[config.mk]
export PLATFORM = sky130hd
export DESIGN_NAME = vga_fb_arbiter_flat
export DESIGN_NICKNAME = d
export VERILOG_FILES = /design/src/rtl/vga_fb_arbiter_pkg.sv /design/src/rtl/vga_fb_arbiter_if.sv /design/src/rtl/vga_fb_arbiter.sv /design/src/flat_wrapper.sv
export SDC_FILE = /design/constraint.sdc
export NUM_CORES = 1
export LEC_CHECK = 0
export CORE_MARGIN = 4
export CORE_UTILIZATION = 61
export DETAILED_ROUTE_END_ITERATION = 6
export DONT_BUFFER_PORTS = 1
export PLACE_DENSITY = 0.77
export SETUP_SLACK_MARGIN = 0.3
export SLEW_MARGIN = 30
export SYNTH_ARGS = -nofsm -noshare
export SYNTH_HDL_FRONTEND = slang
export SYNTH_SLANG_ARGS = --single-unit
[constraint.sdc]
create_clock -name pix_clk -period 1.6 [get_ports pix_clk]
set_clock_uncertainty 0.15 [all_clocks]
set_input_delay 0.24 -clock pix_clk [delete_from_list [all_inputs] [get_ports pix_clk]]
set_output_delay 0.24 -clock pix_clk [all_outputs]
set_load 0.02 [all_outputs]
[src/rtl/vga_fb_arbiter_pkg.sv]
`default_nettype none
// ============================================================================
// nes_vga_pkg : frame-buffer geometry, pixel/address types, arbiter states.
// Rev 1.0
// ============================================================================
package nes_vga_pkg;
  localparam int NES_W = 256;
  localparam int NES_H = 240;

  typedef logic [8:0]  pixel_t;
  typedef logic [15:0] fb_addr_t;  // {row[7:0], col[7:0]}

  typedef enum logic [1:0] {
    ST_IDLE  = 2'd0,
    ST_FETCH = 2'd1,
    ST_DRAIN = 2'd2
  } arb_state_t;
endpackage
`default_nettype wire

[src/rtl/vga_fb_arbiter_if.sv]
`default_nettype none
// ============================================================================
// vga_fb_arbiter_if : PPU write port, RAM port, line-buffer port and fetch
// control of the frame-buffer arbiter. Rev 1.0
// ============================================================================
interface vga_fb_arbiter_if;
  import nes_vga_pkg::*;

  logic       fetch_req;
  logic [7:0] fetch_row;
  logic       ppu_wr_valid;
  logic       ppu_wr_ready;
  fb_addr_t   ppu_wr_addr;
  pixel_t     ppu_wr_data;
  fb_addr_t   mem_addr;
  logic       mem_we;
  pixel_t     mem_wdata;
  pixel_t     mem_rdata;
  logic       lb_we;
  logic [7:0] lb_waddr;
  pixel_t     lb_wdata;
  logic       fetch_busy;
  logic       fetch_overrun;

  // Arbiter side
  modport slave (
    input  fetch_req, fetch_row, ppu_wr_valid, ppu_wr_addr, ppu_wr_data, mem_rdata,
    output ppu_wr_ready, mem_addr, mem_we, mem_wdata, lb_we, lb_waddr, lb_wdata,
           fetch_busy, fetch_overrun
  );

  // Requester / RAM / line-buffer side
  modport master (
    output fetch_req, fetch_row, ppu_wr_valid, ppu_wr_addr, ppu_wr_data, mem_rdata,
    input  ppu_wr_ready, mem_addr, mem_we, mem_wdata, lb_we, lb_waddr, lb_wdata,
           fetch_busy, fetch_overrun
  );
endinterface
`default_nettype wire

[src/rtl/vga_fb_arbiter.sv]
`default_nettype none
// ============================================================================
// vga_fb_arbiter : shares the single-port NES frame buffer between PPU writes
// and VGA row prefetch. Optional macro FB_WRITE_GUARD_EN drops rows >= 240.
// Rev 1.0
// ============================================================================
module vga_fb_arbiter
  import nes_vga_pkg::*;
#(
  parameter int WR_SLOT_PERIOD = 4  // 2..8
) (
  input  wire logic       pix_clk,
  input  wire logic       rst,
  vga_fb_arbiter_if.slave bus
);

  localparam int               SLOT_W    = (WR_SLOT_PERIOD > 1) ? $clog2(WR_SLOT_PERIOD) : 1;
  localparam logic [SLOT_W-1:0] SLOT_LAST = SLOT_W'(WR_SLOT_PERIOD - 1);
  localparam logic [7:0]        COL_LAST  = 8'(NES_W - 1);

  arb_state_t        state;
  logic [7:0]        row;
  logic [7:0]        col;
  logic [7:0]        lb_col;
  logic [SLOT_W-1:0] slot;
  logic              lb_pend;
  logic              overrun;

  logic wr_row_ok;
  logic wr_issue;
  logic rd_issue;

`ifdef FB_WRITE_GUARD_EN
  assign wr_row_ok = (bus.ppu_wr_addr[15:8] < 8'(NES_H));
`else
  assign wr_row_ok = 1'b1;
`endif

  // Ready is a function of registered state only, never of ppu_wr_valid.
  assign bus.ppu_wr_ready = (state != ST_FETCH) || (slot == SLOT_LAST);
  assign wr_issue         = bus.ppu_wr_ready && bus.ppu_wr_valid && wr_row_ok;
  // An unused or guarded PPU slot falls back to a read so no slot is lost.
  assign rd_issue         = (state == ST_FETCH) && !wr_issue;

  assign bus.mem_we    = wr_issue;
  assign bus.mem_addr  = wr_issue ? bus.ppu_wr_addr :
                         rd_issue ? {row, col} : '0;
  assign bus.mem_wdata = wr_issue ? bus.ppu_wr_data : '0;

  assign bus.lb_we         = lb_pend;
  assign bus.lb_waddr      = lb_col;
  assign bus.lb_wdata      = bus.mem_rdata;
  assign bus.fetch_busy    = (state != ST_IDLE);
  assign bus.fetch_overrun = overrun;

  always_ff @(posedge pix_clk) begin
    if (rst) begin
      state   <= ST_IDLE;
      row     <= '0;
      col     <= '0;
      slot    <= '0;
      lb_col  <= '0;
      lb_pend <= 1'b0;
      overrun <= 1'b0;
    end else begin
      // A restart in FETCH discards the read issued in the same cycle.
      lb_pend <= rd_issue && !(bus.fetch_req && (state == ST_FETCH));
      if (rd_issue) begin
        lb_col <= col;
      end

      case (state)
        ST_FETCH: begin
          if (bus.fetch_req) begin
            overrun <= 1'b1;
            row     <= bus.fetch_row;
            col     <= '0;
            slot    <= '0;
          end else begin
            slot <= (slot == SLOT_LAST) ? '0 : slot + SLOT_W'(1);
            if (rd_issue) begin
              col <= col + 8'd1;
              if (col == COL_LAST) begin
                state <= ST_DRAIN;
              end
            end
          end
        end
        default: begin  // IDLE and DRAIN both accept a new fetch
          if (bus.fetch_req) begin
            state <= ST_FETCH;
            row   <= bus.fetch_row;
            col   <= '0;
            slot  <= '0;
          end else begin
            state <= ST_IDLE;
          end
        end
      endcase
    end
  end

endmodule
`default_nettype wire

[src/flat_wrapper.sv]
// flat-port wrapper written by rule: the top's interface ports become plain ports
module vga_fb_arbiter_flat import nes_vga_pkg::*;
#(
  parameter int WR_SLOT_PERIOD = 4         
)
  (pix_clk, rst, bus_fetch_req, bus_fetch_row, bus_ppu_wr_valid, bus_ppu_wr_addr, bus_ppu_wr_data, bus_mem_rdata, bus_ppu_wr_ready, bus_mem_addr, bus_mem_we, bus_mem_wdata, bus_lb_we, bus_lb_waddr, bus_lb_wdata, bus_fetch_busy, bus_fetch_overrun);
  vga_fb_arbiter_if bus_i ();
  input  wire logic pix_clk;
  input  wire logic rst;
  input wire logic [$bits(bus_i.fetch_req)-1:0] bus_fetch_req;
  input wire logic [$bits(bus_i.fetch_row)-1:0] bus_fetch_row;
  input wire logic [$bits(bus_i.ppu_wr_valid)-1:0] bus_ppu_wr_valid;
  input wire logic [$bits(bus_i.ppu_wr_addr)-1:0] bus_ppu_wr_addr;
  input wire logic [$bits(bus_i.ppu_wr_data)-1:0] bus_ppu_wr_data;
  input wire logic [$bits(bus_i.mem_rdata)-1:0] bus_mem_rdata;
  output wire logic [$bits(bus_i.ppu_wr_ready)-1:0] bus_ppu_wr_ready;
  output wire logic [$bits(bus_i.mem_addr)-1:0] bus_mem_addr;
  output wire logic [$bits(bus_i.mem_we)-1:0] bus_mem_we;
  output wire logic [$bits(bus_i.mem_wdata)-1:0] bus_mem_wdata;
  output wire logic [$bits(bus_i.lb_we)-1:0] bus_lb_we;
  output wire logic [$bits(bus_i.lb_waddr)-1:0] bus_lb_waddr;
  output wire logic [$bits(bus_i.lb_wdata)-1:0] bus_lb_wdata;
  output wire logic [$bits(bus_i.fetch_busy)-1:0] bus_fetch_busy;
  output wire logic [$bits(bus_i.fetch_overrun)-1:0] bus_fetch_overrun;
  assign bus_i.fetch_req = bus_fetch_req;
  assign bus_i.fetch_row = bus_fetch_row;
  assign bus_i.ppu_wr_valid = bus_ppu_wr_valid;
  assign bus_i.ppu_wr_addr = bus_ppu_wr_addr;
  assign bus_i.ppu_wr_data = bus_ppu_wr_data;
  assign bus_i.mem_rdata = bus_mem_rdata;
  assign bus_ppu_wr_ready = bus_i.ppu_wr_ready;
  assign bus_mem_addr = bus_i.mem_addr;
  assign bus_mem_we = bus_i.mem_we;
  assign bus_mem_wdata = bus_i.mem_wdata;
  assign bus_lb_we = bus_i.lb_we;
  assign bus_lb_waddr = bus_i.lb_waddr;
  assign bus_lb_wdata = bus_i.lb_wdata;
  assign bus_fetch_busy = bus_i.fetch_busy;
  assign bus_fetch_overrun = bus_i.fetch_overrun;
  vga_fb_arbiter #(.WR_SLOT_PERIOD(WR_SLOT_PERIOD)) u_core (.pix_clk(pix_clk), .rst(rst), .bus(bus_i));
endmodule
==> impl_metrics.yaml, run 1 <==
global_route:
  grt_max_degree: 21
  antenna_found_initial: 0
synthesis:
  synth_fa_ha_area_share_pct: 1.69
  muxShareOfSynthArea_pct: 5.40
  syn_avg_cell_area_um2: 7.69
  netlist_area_um2: 1480
  ys_seq_area_share_pct: 40.5
  synth_warnings: 0
  synth_cell_types: 28
  synthCells: 193
  synth_compound_area_share_pct: 8.94
  syn_nets: 241
  synth_top_family_by_area: "simple AND/OR/NAND/NOR gates"
  synth_seq_cells: 30
  synth_xor_area_share_pct: 3.54
  synth-simple-area-share_pct: 32.3
floorplanning:
  die-height_um: 57.3
  start_util_pct: 65.8
  num_io_pins: 93
  die_w_um: 57.3
  placementRows: 17
clock_tree:
  numCtsBuffers: 5
  clk_path_buf_depth: 2
  h-tree-depth: 2
  cts.sinks: 30
  cts_root_buffer: "clkbuf_4"
placed_design:
  portBuffers: 0
  post-dp-hpwl_um: 2510
  gp_congestion: 0.848
sta:
  postGrtWorstEndpoint: "bus_mem_addr[4]"
  worst-ep-kind: "output port"
run_status:
  firstError: "[ERROR DPL-0033] detailed placement checks failed during check placement."
  haltStage: "global routing (5_1_grt)"
  status: "did not finish"
-- metrics by stage --
stage               area [µm²]  cells  hold slack, ns  utilization, %  setup slack (ns)
floorplan                 1690    193           0.207               -            0.0795
global placement          1630    209           0.164            72.4            -0.103
detailed placement        1630    209           0.167            72.4            -0.127
CTS                       2020    239          0.0211            89.6            -0.218
-- cell usage after synthesis --
master,n,share of area [%]
and3_1,2,0.84
nand4_1,1,0.42
or2_2,2,0.84
o21a_4,1,1.0
or3_1,1,0.42
dfxtp_1,30,40
o21ai_0,1,0.34
o21ai_1,8,2.7
nor2b_1,1,0.42
buf_4,9,4.6
buf_2,7,2.4
nor3_1,2,0.67
and2_1,11,4.6
nand3_1,4,1.3
nand2_1,55,14
xnor2_1,3,1.8
o31ai_1,1,0.51
ha_1,2,1.7
xor2_1,3,1.8
nor2_1,18,4.6
nor3_2,1,0.67
a21oi_1,13,4.4
nor4_2,1,0.84
nand3_2,1,0.67
clkbuf_1,3,0.76
nor2_4,1,0.76
nand2b_1,3,1.3
mux2i_1,8,5.4
-- timing repair --
action / CTS
hold buffers: 10
hold endpoints to repair: 19
buffers inserted: 8
gates cloned: 4
resized for setup: 28
setup endpoints to repair: 45
pin swaps: 31
-- kinds of logic after synthesis --
family                   Yosys count
AND/OR/NAND/NOR                  104
flip-flops                        30
AO/OA/AOI/OAI                     24
buffers and inverters             19
multiplexers                       8
XOR/XNOR                           6
adder cells (fa/ha/maj)            2
==> run 2: changes to the inputs <==
--- a/config.mk
+++ b/config.mk
@@ -6,11 +6,10 @@
 export NUM_CORES = 1
 export LEC_CHECK = 0
 export CORE_MARGIN = 4
-export CORE_UTILIZATION = 61
+export CORE_UTILIZATION = 40
 export DETAILED_ROUTE_END_ITERATION = 6
 export DONT_BUFFER_PORTS = 1
-export PLACE_DENSITY = 0.77
-export SETUP_SLACK_MARGIN = 0.3
+export PLACE_DENSITY_LB_ADDON = 0.15
 export SLEW_MARGIN = 30
 export SYNTH_ARGS = -nofsm -noshare
 export SYNTH_HDL_FRONTEND = slang
==> impl_metrics.yaml, run 2 <==
placed_design:
  post-dp-hpwl_um: 2600
  postPlaceCellArea_um2: 1600
  portBuffers: 0
  gp_congestion: 0.856
synthesis:
  synth_fa_ha_area_share_pct: 1.69
  synth_xor_area_share_pct: 3.54
  synth_cell_types: 28
  syn_avg_cell_area_um2: 7.69
  syn_nets: 241
  synthCells: 193
  muxShareOfSynthArea_pct: 5.40
  synthArstFlopShare_pct: 0
  synth-simple-area-share_pct: 32.3
  synth_compound_area_share_pct: 8.94
  synth_top_cell_area_share_pct: 40.5
  yosysTopAreaCell: "dfxtp_1"
  synth_common_cells: "nand2_1 (55), dfxtp_1 (30), nor2_1 (18)"
  synth_seq_cells: 30
  netlist_area_um2: 1480
  ys.flop_type: "dfxtp_1"
  yosysMostFrequentCell: "nand2_1"
  synth.area.top_cells: "dfxtp_1 (40%), nand2_1 (14%), mux2i_1 (5.4%), and2_1 (4.6%), buf_4 (4.6%)"
  synth_warnings: 0
  synth_edf_count: 0
  ys_seq_area_share_pct: 40.5
  synth_top_family_by_area: "simple AND/OR/NAND/NOR gates"
global_route:
  grt_util_all_layers_pct: 20.2
  overflow: 0
  antenna_found_initial: 0
  grt_pass1_wl_um: 6930
  grt_max_degree: 19
  first_global_vias: 1439
job:
  cap_violations: 0
drt:
  dr_total_vias: 1474
  routedWlPerCell_um: 15.9
  via_per_inst: 5.25
  drc_errors: 0
  first_pass_iters: 4
  wl_um: 4480
  ant_nets: 0
  drt_iter0_drc: 29
finish:
  final_core_utilization_pct: 64.4
  finish.instance_area_um2: 2230
  area_delta_synth_final_pct: 50.4
  final-seq-area_um2: 608
  multi_input_area_um2: 1040
  nFillCells: 290
  nets: 282
  drive_gt1_share_pct: 41.7
  antenna_cells: 0
  final_common_cell: "nand2_1"
  final_cell_mix: "nand2_1 (35), dfxtp_1 (24), buf_4 (23)"
floorplanning:
  placementRows: 21
  coreArea_um2: 3470
  die-height_um: 68.9
  num_io_pins: 93
  die_area_um2: 4750
  die_w_um: 68.9
  start_util_pct: 42.8
worst_setup_path:
  max_stage_delay_ns: 0.33
  cp_max_fo: 8
  cp.arrival_ns: 1.40
  cp_num_buf_inv: 0
  cp.required_ns: 1.21
  worstRegToRegCells: 8
  crit_path_end_kind: "output port"
  startpoint_type: "register"
  path_cells: "ha_4 -> and2_4 -> nor2_4 -> nand2_1 -> nand2_2"
  path_depth: 5
  crit_path_top_delay_cell: "dfxtp_2"
  worst-setup-path-type: "register to output port"
  cp_top_family: "simple AND/OR/NAND/NOR gates"
sta:
  fin_crit_sh_pct: 112
  post-route-min-period_ns: 1.79
  timing.final.hold_violations: 1
  hold_ws_ns: -0.0263
  clock.fmax_ghz: 0.559
  report.final.slew_viol_count: 0
  fin_ws_ns: -0.187
  tightest_slew_ns: 0.683
  finalSetupViolCount: 27
  rsz0062_at_grt: "yes"
  max_slew_margin_pct: 54.3
min_path:
  hold_depth: 2
  hp-class: "input port to register"
pwr:
  p_total_mw: 1.82
  p_per_area_nw_per_um2: 816
  peakVddDrop_uv: 563
  power_leakage_nw: 0.919
run_status:
  violations: "negative hold slack, negative setup slack"
  status: "finished, violations left"
clock_tree:
  cts_tree: "yes"
  h-tree-depth: 2
  clock_latency_ns: 0.28
  numCtsBuffers: 5
  clk_path_buf_depth: 2
  cts.sinks: 30
  cts_root_buffer: "clkbuf_8"
  path_clk_slew_ns: 0.06
## run 2: per-layer routing
layer  GRT usage, %  up-vias  share of wire (%)
met5              0        -                  0
met2           33.1       54                 51
met4           7.54        0               0.92
li1               -      707                  -
met1           25.1      709                 41
met3           5.83        4                7.2
## run 2: worst reg2reg max path: cells and delay by family, from the launching register on
family	cells	cell delay (ns)
xor+xnor	1	0.11
fa+ha+maj	1	0.21
buf+inv	3	0.38
flops	1	0.35
simple gates	3	0.32
## run 2: what timing repair did
action                                 4_1_cts  5_1_grt
endpoints found under the hold margin       18        0
setup endpoints to repair                   29       33
buffers inserted                             6        6
resized for setup                           62       20
gates cloned                                 6        0
pin swaps                                   22       14
hold buffers                                16        0
## run 2: report_power, final
group / total (mW) / internal, mW / switching, mW
combinational: 0.412 / 0.195 / 0.217
clock: 0.617 / 0.346 / 0.271
sequential: 0.794 / 0.770 / 0.0232
total: 1.82 / 1.31 / 0.511
## run 2: worst paths after layout
path	from	end	slack [ns]
setup reg to reg	u_core.slot[0]$_SDFFE_PP0P_	u_core.col[0]$_SDFFE_PP0P_	-0.03
setup / recovery	u_core.slot[0]$_SDFFE_PP0P_	bus_mem_addr[7]	-0.19
hold reg to reg	u_core.slot[1]$_SDFFE_PP0P_	u_core.slot[1]$_SDFFE_PP0P_	0.33
hold / removal	bus_fetch_req	u_core.row[1]$_SDFFE_PP0P_	-0.03
## run 2: cells by family after synthesis
kind of cell             after synthesis
flip-flops                            30
buffers and inverters                 19
AND/OR/NAND/NOR                      104
multiplexers                           8
XOR/XNOR                               6
adder cells (fa/ha/maj)                2
AO/OA/AOI/OAI                         24
## run 2: per-stage QoR
step,std cells,setup TNS (ns),worst slack (ns)
2_1_floorplan,193,-0.528,-0.0867
3_3_place_gp,240,-0.0740,-0.0100
3_5_place_dp,240,-1.11,-0.0751
4_1_cts,276,-2.86,-0.213
5_1_grt,281,-4.44,-0.265
6_report,281,-3.03,-0.187
## run 2: area by class of cell
class | count | area share [%]
Multi-Input combinational cell | 149 | 46.6
Sequential cell | 30 | 27.2
Timing Repair Buffer | 48 | 19.5
Clock buffer | 7 | 3.87
Tap cell | 46 | 2.58
Clock inverter | 1 | 0.224
No activity file was read; power rests on OpenSTA's default activity.
==> run 3: changes to the inputs <==
--- a/config.mk
+++ b/config.mk
@@ -5,11 +5,12 @@
 export SDC_FILE = /design/constraint.sdc
 export NUM_CORES = 1
 export LEC_CHECK = 0
-export CORE_MARGIN = 4
-export CORE_UTILIZATION = 40
+export CORE_AREA = 4 4 65 67
 export DETAILED_ROUTE_END_ITERATION = 6
+export DIE_AREA = 0 0 69 71
 export DONT_BUFFER_PORTS = 1
 export PLACE_DENSITY_LB_ADDON = 0.15
+export RECOVER_POWER = 100
 export SLEW_MARGIN = 30
 export SYNTH_ARGS = -nofsm -noshare
 export SYNTH_HDL_FRONTEND = slang
==> constraint.sdc (replaced) <==
create_clock -name pix_clk -period 2.1 [get_ports pix_clk]
set_clock_uncertainty 0.15 [all_clocks]
set_input_delay 0.315 -clock pix_clk [delete_from_list [all_inputs] [get_ports pix_clk]]
set_output_delay 0.315 -clock pix_clk [all_outputs]
set_load 0.02 [all_outputs]
==> impl_metrics.yaml, run 3 (same netlist as run 2, synthesis figures left out) <==
clock_tree:
  cts_setup_buffers: 0
  clock_latency_ns: 0.27
  h-tree-depth: 2
  numCtsBuffers: 5
  path_clk_slew_ns: 0.06
  cts_tree: "yes"
  cts_root_buffer: "clkbuf_8"
  cts.sinks: 30
  clk_path_buf_depth: 2
placed_design:
  gp_congestion: 0.751
  post-dp-hpwl_um: 2670
  portBuffers: 0
  place_ws_ns: 0.262
worst_setup_path:
  cp_max_fo: 6
  cp.required_ns: 1.63
  cp_top_family: "simple AND/OR/NAND/NOR gates"
  startpoint_type: "register"
  crit_path_top_delay_cell: "dfxtp_2"
  cp_num_buf_inv: 0
  crit_path_frequent_cell: "nand2_1"
  r2r_slack_ns: 0.40
  path_cells: "ha_4 -> and2_1 -> nor2_4 -> nand2_1 -> nand2_1"
  worst-setup-path-type: "register to output port"
  cp.arrival_ns: 1.52
  max_stage_delay_ns: 0.34
  crit_path_end_kind: "output port"
sta:
  fin_crit_sh_pct: 94.7
  finalSetupViolCount: 0
  clock.fmax_ghz: 0.503
  max_slew_margin_pct: 57.0
  rsz0062_at_grt: "no"
  timing.setup.tns_ns: 0
  report.final.slew_viol_count: 0
  post-route-min-period_ns: 1.99
  tightest_slew_ns: 0.642
  hold_ws_ns: 0.0151
  timing.final.hold_violations: 0
  fin_ws_ns: 0.111
global_route:
  first_global_vias: 1273
  antenna_found_initial: 0
  grt_max_degree: 36
  grt_util_all_layers_pct: 14.6
  grt_pass1_wl_um: 5930
  top_usage_layer: "met2"
  overflow: 0
  met1_usage_pct: 16.8
  met3_usage_pct: 5.54
  grtUsageMet2_pct: 24.9
drt:
  drc_errors: 0
  via_per_inst: 5.21
  first_pass_iters: 4
  dr_total_vias: 1272
  drt_iter0_drc: 36
  ant_nets: 0
  wl_um: 3780
  routedWlPerCell_um: 15.5
pwr:
  p_per_area_nw_per_um2: 750
  peakVddDrop_uv: 457
  power_leakage_nw: 0.641
  p_total_mw: 1.20
min_path:
  hp-class: "input port to register"
run_status:
  status: "finished, final reports clean"
finish:
  final-seq-area_um2: 602
  multi_input_area_um2: 791
  nets: 244
  final_core_utilization_pct: 44.1
  antenna_cells: 0
  final_common_cell: "nand2_1"
  final_cell_mix: "nand2_1 (54), dfxtp_1 (29), nor2_1 (18)"
  drive_gt1_share_pct: 12.8
  area_delta_synth_final_pct: 8.09
  nFillCells: 398
floorplanning:
  die-height_um: 71
  placementRows: 22
  num_io_pins: 93
  die_area_um2: 4900
  die_w_um: 69
  start_util_pct: 40.8
  coreArea_um2: 3630
job:
  cap_violations: 0
[run 3: cell types whose count changed in the layout (fill, tap and decap cells not counted), moves of 4 or more]
cell           previous run  this run
and2_0                    0         9
and2_4                   10         0
buf_4                    23         3
buf_6                    10         0
clkbuf_2                  0         7
dfxtp_1                  24        29
dfxtp_2                   6         1
dlygate4sd3_1            15         1
nand2_1                  35        54
nand2_2                  13         1
nand2_4                   7         0
o21a_4                    5         1
[run 3: area by class of cell]
cell class	instances	share of cell area, %
clock buffers	7	4.76
multi-input cells	146	49.3
flip-flops and latches	30	37.5
repair buffers	13	4.68
well taps	48	3.74
[run 3: what timing repair did]
action	CTS	global route
hold buffers	1	0
pin swaps	1	2
cloned	0	2
endpoints found under the hold margin	18	0
gates resized for setup	1	6
setup endpoints to repair	9	25
[run 3: where the power goes]
part	total, mW	switching, mW	internal, mW
sequential	0.601	0.0147	0.586
clock	0.419	0.191	0.227
combinational	0.184	0.128	0.0563
[run 3: metal layers]
| layer | vias up | part of all wire, % |
|---|---|---|
| met4 | 0 | 1.6 |
| met1 | 600 | 42 |
| met5 | - | 0 |
| met3 | 8 | 7.9 |
| li1 | 621 | - |
| met2 | 43 | 48 |
[run 3: stage by stage]
step	std cells	area, µm²
floorplan	193	1480
global placement	234	1520
detailed placement	234	1520
CTS	242	1610
global route	244	1600
finish	244	1600
[run 3: worst paths after layout]
check                                  to  cells after the start                    startpoint
max                       bus_mem_addr[4]                      5   u_core.slot[0]$_SDFFE_PP0P_
min reg2reg    u_core.col[1]$_SDFFE_PP0P_                      2    u_core.col[1]$_SDFFE_PP0P_
min          u_core.state[0]$_SDFFE_PP0P_                      2                 bus_fetch_req
max reg2reg    u_core.col[7]$_SDFFE_PP0P_                      5  u_core.state[0]$_SDFFE_PP0P_
